[src/rtl/proc_pkg.sv]
// proc_pkg: shared opcode, state, ALU and PC-source codes plus the control vector type
package proc_pkg;
    localparam logic [2:0] OP_ADD   = 3'd0;
    localparam logic [2:0] OP_SUB   = 3'd1;
    localparam logic [2:0] OP_ADDI  = 3'd2;
    localparam logic [2:0] OP_LOAD  = 3'd3;
    localparam logic [2:0] OP_STORE = 3'd4;
    localparam logic [2:0] OP_BEQ   = 3'd5;
    localparam logic [2:0] OP_JMP   = 3'd6;
    localparam logic [2:0] OP_HALT  = 3'd7;

    localparam logic [1:0] ALU_ADD  = 2'd0;
    localparam logic [1:0] ALU_SUB  = 2'd1;
    localparam logic [1:0] ALU_PASS = 2'd2;

    localparam logic [1:0] PCSRC_INC = 2'd0;
    localparam logic [1:0] PCSRC_BR  = 2'd1;
    localparam logic [1:0] PCSRC_JMP = 2'd2;

    typedef enum logic [2:0] {
        ST_FETCH  = 3'd0,
        ST_DECODE = 3'd1,
        ST_EXEC   = 3'd2,
        ST_MEM    = 3'd3,
        ST_WB     = 3'd4,
        ST_HALT   = 3'd5
    } state_t;

    typedef struct packed {
        logic       pc_write;
        logic [1:0] pc_src;
        logic       ir_write;
        logic       reg_write;
        logic       mem_read;
        logic       mem_write;
        logic [1:0] alu_op;
        logic       alu_src_imm;
        logic       wb_from_mem;
        logic       halted;
    } ctrl_t;
endpackage

[src/rtl/proc_ctrl_outdec.sv]
// proc_ctrl_outdec: combinational state + latched opcode to control-vector decoder
module proc_ctrl_outdec
    import proc_pkg::*;
(
    input  state_t     state,
    input  logic [2:0] op,
    input  logic       alu_zero,
    output ctrl_t      ctrl
);
    always_comb begin
        ctrl = '0;
        case (state)
            ST_FETCH: begin
                ctrl.ir_write = 1'b1;
                ctrl.pc_write = 1'b1;
                ctrl.pc_src   = PCSRC_INC;
            end
            ST_EXEC: begin
                ctrl.alu_op      = (op == OP_SUB || op == OP_BEQ) ? ALU_SUB : ALU_ADD;
                ctrl.alu_src_imm = op inside {OP_ADDI, OP_LOAD, OP_STORE};
                ctrl.pc_write    = (op == OP_JMP) || (op == OP_BEQ && alu_zero);
                ctrl.pc_src      = (op == OP_JMP) ? PCSRC_JMP :
                                   (op == OP_BEQ && alu_zero) ? PCSRC_BR : PCSRC_INC;
            end
            ST_MEM: begin
                ctrl.mem_read  = op == OP_LOAD;
                ctrl.mem_write = op == OP_STORE;
            end
            ST_WB: begin
                ctrl.reg_write   = 1'b1;
                ctrl.wb_from_mem = op == OP_LOAD;
            end
            ST_HALT: ctrl.halted = 1'b1;
            default: ctrl = '0;
        endcase
    end
endmodule

[src/rtl/proc_control_fsm.sv]
// proc_control_fsm: multi-cycle FETCH/DECODE/EXEC/MEM/WB control unit for the 8-bit processor
module proc_control_fsm
    import proc_pkg::*;
#(
    parameter int OPW    = 3,
    parameter int ALUOPW = 2,
    parameter int STW    = 3
) (
    input  logic              clock,
    input  logic              reset,
    input  logic [OPW-1:0]    opcode,
    input  logic              alu_zero,
    input  logic              mem_ready,
    output logic              pc_write,
    output logic [1:0]        pc_src,
    output logic              ir_write,
    output logic              reg_write,
    output logic              mem_read,
    output logic              mem_write,
    output logic [ALUOPW-1:0] alu_op,
    output logic              alu_src_imm,
    output logic              wb_from_mem,
    output logic              halted,
    output logic [STW-1:0]    state_dbg
);
    state_t         state, nxt;
    logic [OPW-1:0] op_q;
    ctrl_t          ctrl, co;

    always_ff @(posedge clock) begin
        if (!reset) begin
            state <= ST_FETCH;
            op_q  <= '0;
        end else begin
            state <= nxt;
            if (state == ST_DECODE) op_q <= opcode;
        end
    end

    always_comb begin
        nxt = ST_FETCH;
        case (state)
            ST_FETCH:  nxt = ST_DECODE;
            ST_DECODE: nxt = (opcode == OP_HALT) ? ST_HALT : ST_EXEC;
            ST_EXEC:   nxt = (op_q inside {OP_LOAD, OP_STORE}) ? ST_MEM :
                             (op_q inside {OP_BEQ, OP_JMP, OP_HALT}) ? ST_FETCH : ST_WB;
            ST_MEM:    nxt = !mem_ready ? ST_MEM : (op_q == OP_LOAD) ? ST_WB : ST_FETCH;
            ST_WB:     nxt = ST_FETCH;
            ST_HALT:   nxt = ST_HALT;
            default:   nxt = ST_FETCH;
        endcase
    end

    proc_ctrl_outdec u_outdec (
        .state    (state),
        .op       (op_q),
        .alu_zero (alu_zero),
        .ctrl     (ctrl)
    );

    // Reset masks every output combinationally so an abandoned instruction never strobes.
    assign co          = reset ? ctrl : '0;
    assign pc_write    = co.pc_write;
    assign pc_src      = co.pc_src;
    assign ir_write    = co.ir_write;
    assign reg_write   = co.reg_write;
    assign mem_read    = co.mem_read;
    assign mem_write   = co.mem_write;
    assign alu_op      = co.alu_op;
    assign alu_src_imm = co.alu_src_imm;
    assign wb_from_mem = co.wb_from_mem;
    assign halted      = co.halted;
    assign state_dbg   = reset ? state : '0;
endmodule
[config.mk]
export PLATFORM = sky130hd
export DESIGN_NAME = proc_control_fsm
export DESIGN_NICKNAME = d
export VERILOG_FILES = /design/src/rtl/proc_pkg.sv /design/src/rtl/proc_ctrl_outdec.sv /design/src/rtl/proc_control_fsm.sv
export SDC_FILE = /design/constraint.sdc
export NUM_CORES = 1
export LEC_CHECK = 0
export BUFFER_PORTS_ARGS = -buffer_cell sky130_fd_sc_hd__buf_2
export CAP_MARGIN = 20
export CORE_AREA = 2 2 39 41
export CTS_BUF_LIST = sky130_fd_sc_hd__clkbuf_8
export DETAILED_ROUTE_END_ITERATION = 16
export DIE_AREA = 0 0 41 43
export MAX_ROUTING_LAYER = met4
export PLACE_DENSITY_LB_ADDON = 0.3
export SYNTH_ARGS = -nofsm -noshare
export SYNTH_HDL_FRONTEND = slang
export SYNTH_SLANG_ARGS = --single-unit
[constraint.sdc]
create_clock -name clock -period 3.7 [get_ports clock]
set_input_delay 0.74 -clock clock [delete_from_list [all_inputs] [get_ports clock]]
set_output_delay 0.74 -clock clock [all_outputs]
set_load 0.01 [all_outputs]
; ---- Word-level counts from Yosys, hierarchy flattened
; Index checks and enable logic that the tools add are counted.
; Widths: inputs -> output; s select.
[op_classes]
eq_ne = 13
muxes = 18
n_reduce_logical = 7
[ops]
columns = operator, n
row1 = $eq 3x3->1 const B, 7
row2 = $mux 3, 7
row3 = $pmux 3 s5, 1
row4 = $eq 3x2->1 const B, 4
row5 = $mux 12, 1
row6 = $eq 3x1->1 const B, 2
row7 = $mux 1, 6
row8 = $pmux 3 s2, 1
row9 = $reduce_bool 3->1, 2
row10 = $mux 2, 2
row11 = $logic_not 3->1, 1
row12 = $logic_or 1x1->1, 2
row13 = $reduce_bool 2->1, 1
row14 = $logic_and 1x1->1, 1
[word_totals]
reg_bits = 6
word_cells = 40

; ---- Longest topological paths before layout
[depth]
ltp_word = 6
ltp_mapped = 4
depth_no_buf = 3

; ---- By module
; From an unflattened synthesis, not the netlist that was laid out.
[hier_totals]
cells_unflattened = 75
area_unflattened_um2 = 593.1
[modules_own_cells]
columns = mod, n_inst, cells_per_inst, area_per_inst_um2
row1 = proc_control_fsm, 1, 50, 427.9
row2 = proc_ctrl_outdec, 1, 25, 165.2

; ---- Worst setup path before layout
; OpenSTA, ideal clock, no wires.
[synth_timing]
kind = input to output
startpoint = input port reset
endpoint = output port pc_src[0]
arrival_ps = 1430
required_ps = 2960
path_slack_ps = 1530
path_stages = 3
path_buffers = 0
path_cell_list = nand2b_1 -> nor4b_4 -> and3_1
[synth_via]
elab_chain_cells = 1
[synth_lines]
columns = item, line_no
row1 = "start, declared", proc_control_fsm.sv:10  ; input logic reset,
row2 = $mux 12, proc_control_fsm.sv:62  ; assign co = reset ? ctrl : '0;
row3 = "end, declared", proc_control_fsm.sv:15  ; output logic [1:0] pc_src,
; No other way between the ends.

; ---- Final worst setup path
; Ends and elaborated chain as after synthesis.

==> flow_summary.json <==
{
  "dpl_cell_area_um2": 574.3,
  "clock_latency_ps": 220,
  "rsz0062_at_grt": "no",
  "synth_top_area_share_pct": 25.00,
  "ant_nets": 0,
  "path_class": "input port to primary output",
  "finClkSkew_ps": 3.067,
  "overflow": 0,
  "syn_area_per_cell_um2": 8.736,
  "p_comb_share_pct": 36.6,
  "ys_ff_latch": 6,
  "crit_required_ps": 2960,
  "ctsRootBufferMaster": "clkbuf_8",
  "status": "complete, no violations",
  "worstPathArrival_ps": 1600,
  "finalMaxSlewViolations": 0,
  "min_period_ps": 2340,
  "synthesis.area_um2": 480.5,
  "ctsHtreeMaxLevel": 1,
  "first_pass_iters": 2,
  "syn-instance-count": 55,
  "grt_pass1_vias": 368,
  "die_x_um": 41,
  "route.detailed.drc": 0,
  "yosysWarnings": 0,
  "setup_violations": 0,
  "antenna_found_initial": 0,
  "core_area_um2": 1384,
  "synthMuxAreaShare_pct": 8.594,
  "start_util_pct": 34.72,
  "cp-end-kind": "primary output",
  "drtIter0Drc": 8,
  "wl_per_cell_um": 11.65,
  "die_y_um": 43,
  "grt_max_degree": 11,
  "switching_share_pct": 35.04,
  "postCtsSetupBuffers": 0,
  "seq_area_um2": 120.1,
  "layout-drive-gt1-share_pct": 40.00,
  "ys_seq_area_share_pct": 25.00,
  "syn2layout_area_growth_pct": 28.12,
  "syn_nets": 62,
  "cts_made_buffers": 3,
  "multi_input_area_um2": 326.6,
  "diodes": 0,
  "holdBufCountCts": 0,
  "cts_tree": "done",
  "internal-power_mw": 0.2167,
  "cts-resized-gates": 0,
  "cts_sinks": 6,
  "wl_mm": 1.060,
  "synth_top_area_cell": "dfxtp_1",
  "utilization_pct": 44.48,
  "dieArea_um2": 1763,
  "grt_first_pass_wirelength_mm": 1.600,
  "gp_congestion": 0.7513,
  "hold_path_class": "flop to flop",
  "tns_ps": 0,
  "fmax_mhz": 427.3,
  "synth_top_family_by_area": "simple AND/OR/NAND/NOR gates",
  "path_max_fanout": 7,
  "ioPinCount": 22,
  "power_frac_seq_pct": 34.6,
  "start_kind": "input port",
  "hold_viol_final": 0,
  "synth_simple_gate_area_share_pct": 43.23,
  "final_area_um2": 615.6,
  "track_usage_pct": 14.02,
  "viasPerCell": 5.209,
  "core.rowCount": 14,
  "peakVddDrop_mv": 0.3509,
  "synth_cell_types": 32,
  "clockPowerShare_pct": 28.8,
  "cap_violations": 0,
  "num-fill-cells": 144,
  "synth_compound_gate_area_share_pct": 15.36,
  "cts.clk_slew.worst_paths_ps": 30,
  "power_density_nw_per_um2": 541.9,
  "yosys.area_share.adder_pct": 0,
  "synth_xor_xnor_area_share_pct": 0,
  "switchingPower_mw": 0.1169,
  "dp_hpwl_um": 777.4,
  "p_leak_nw": 0.2862,
  "period_share_pct": 63.25,
  "portBuffers": 20,
  "synthTopCellsByArea": "dfxtp_1 25%, mux2i_1 6.3%, nor3_1 5.2%",
  "min_path_cells": 2,
  "nNetsFinal": 84,
  "reg2regPathDepth": 3,
  "cts_buffer_depth": 2,
  "vias": 474
}
==> final cells by class <==
type,instances,area share [%]
timing repair buffer,20,16.26
tap,16,3.252
multi-input combinational,44,53.05
clock buffer,3,6.707
inverter,2,1.220
sequential,6,19.51
==> flip-flops by register name, summed over array words and instances (netlist names) <==
register  count
state         3
op_q          3
==> metal layers <==
layer / track usage (%) / share of wire, % / up-vias / wire length [µm]
met2: 19.38 / 50 / 13 / 531
met3: 7.853 / 5.5 / 0 / 58
li1: - / - / 240 / -
met1: 16.18 / 44 / 221 / 470
met4: 6.000 / 0 / 0 / 0
met5: - / 0 / - / 0
==> kinds of logic after synthesis <==
group,count (synthesis)
mux,4
buf+inv,5
simple gates,29
compound gates,10
other cells,1
flops,6
==> critical path: stages <==
cell and delay, ps:
buf_2 120, nand2b_1 190, nor4b_4 260, and3_1 170, buf_2 120
==> metrics by stage <==
step | setup slack [ps] | total power, mW | hold slack (ps) | cells
floorplan | 1530 | 0.2161 | 540.5 | 55
global placement | 1376 | 0.2383 | 596.7 | 88
detailed placement | 1345 | 0.2388 | 584.5 | 88
CTS | 1343 | 0.3380 | 591.6 | 91
global route | 1268 | 0.3561 | 639.1 | 91
finish | 1360 | 0.3336 | 594.0 | 91
==> path summary, 6_finish.rpt <==
path	start	slack (ps)	endpoint
worst max-delay path	reset	1360	pc_src[0]
worst min register to register	op_q[2]	590	op_q[2]
worst min-delay path	op_q[2]	590	op_q[2]
worst max register to register	state[0]	2460	op_q[1]
==> cells in the final DEF (no fill, tap or decap), drive strengths merged, types with 2 or more instances in the layout <==
master / synthesis / final
nand2b: 4 / 4
o21ai: 2 / 2
and2: 2 / 2
nand3b: 2 / 2
dfxtp: 6 / 6
or3b: 2 / 2
inv: 2 / 2
nor2: 5 / 5
clkbuf: 0 / 3
mux2i: 3 / 3
a211o: 2 / 2
a211oi: 2 / 2
and3b: 2 / 2
buf: 3 / 20
nor3: 5 / 5
==> power groups by stage <==
stage / Sequential (mW) / Clock, mW / Combinational (mW)
floorplan: 0.0959 / 0 / 0.120
CTS: 0.115 / 0.0992 / 0.124
finish: 0.115 / 0.0962 / 0.122
detailed placement: 0.116 / 0 / 0.123
global route: 0.120 / 0.101 / 0.135
global placement: 0.115 / 0 / 0.123
==> synth_stat cells <==
cell type,instances
dfxtp_1,6
nor2_1,5
nor3_1,5
mux2i_1,3
nand2b_1,3
a211o_1,2
a211oi_1,2
and2_1,2
buf_4,2
inv_1,2
nand3b_1,2
a21o_1,1
a21oi_1,1
a31oi_1,1
and3_1,1
and3b_1,1
and3b_4,1
buf_6,1
conb_1,1
mux2_2,1
nand2_1,1
nand2b_2,1
nand4_1,1
nand4b_1,1
nor2b_1,1
nor3b_2,1
nor4b_4,1
o21ai_0,1
o21ai_2,1
o32ai_1,1
or3b_1,1
or3b_4,1
No activity file was read; power rests on OpenSTA's default activity.
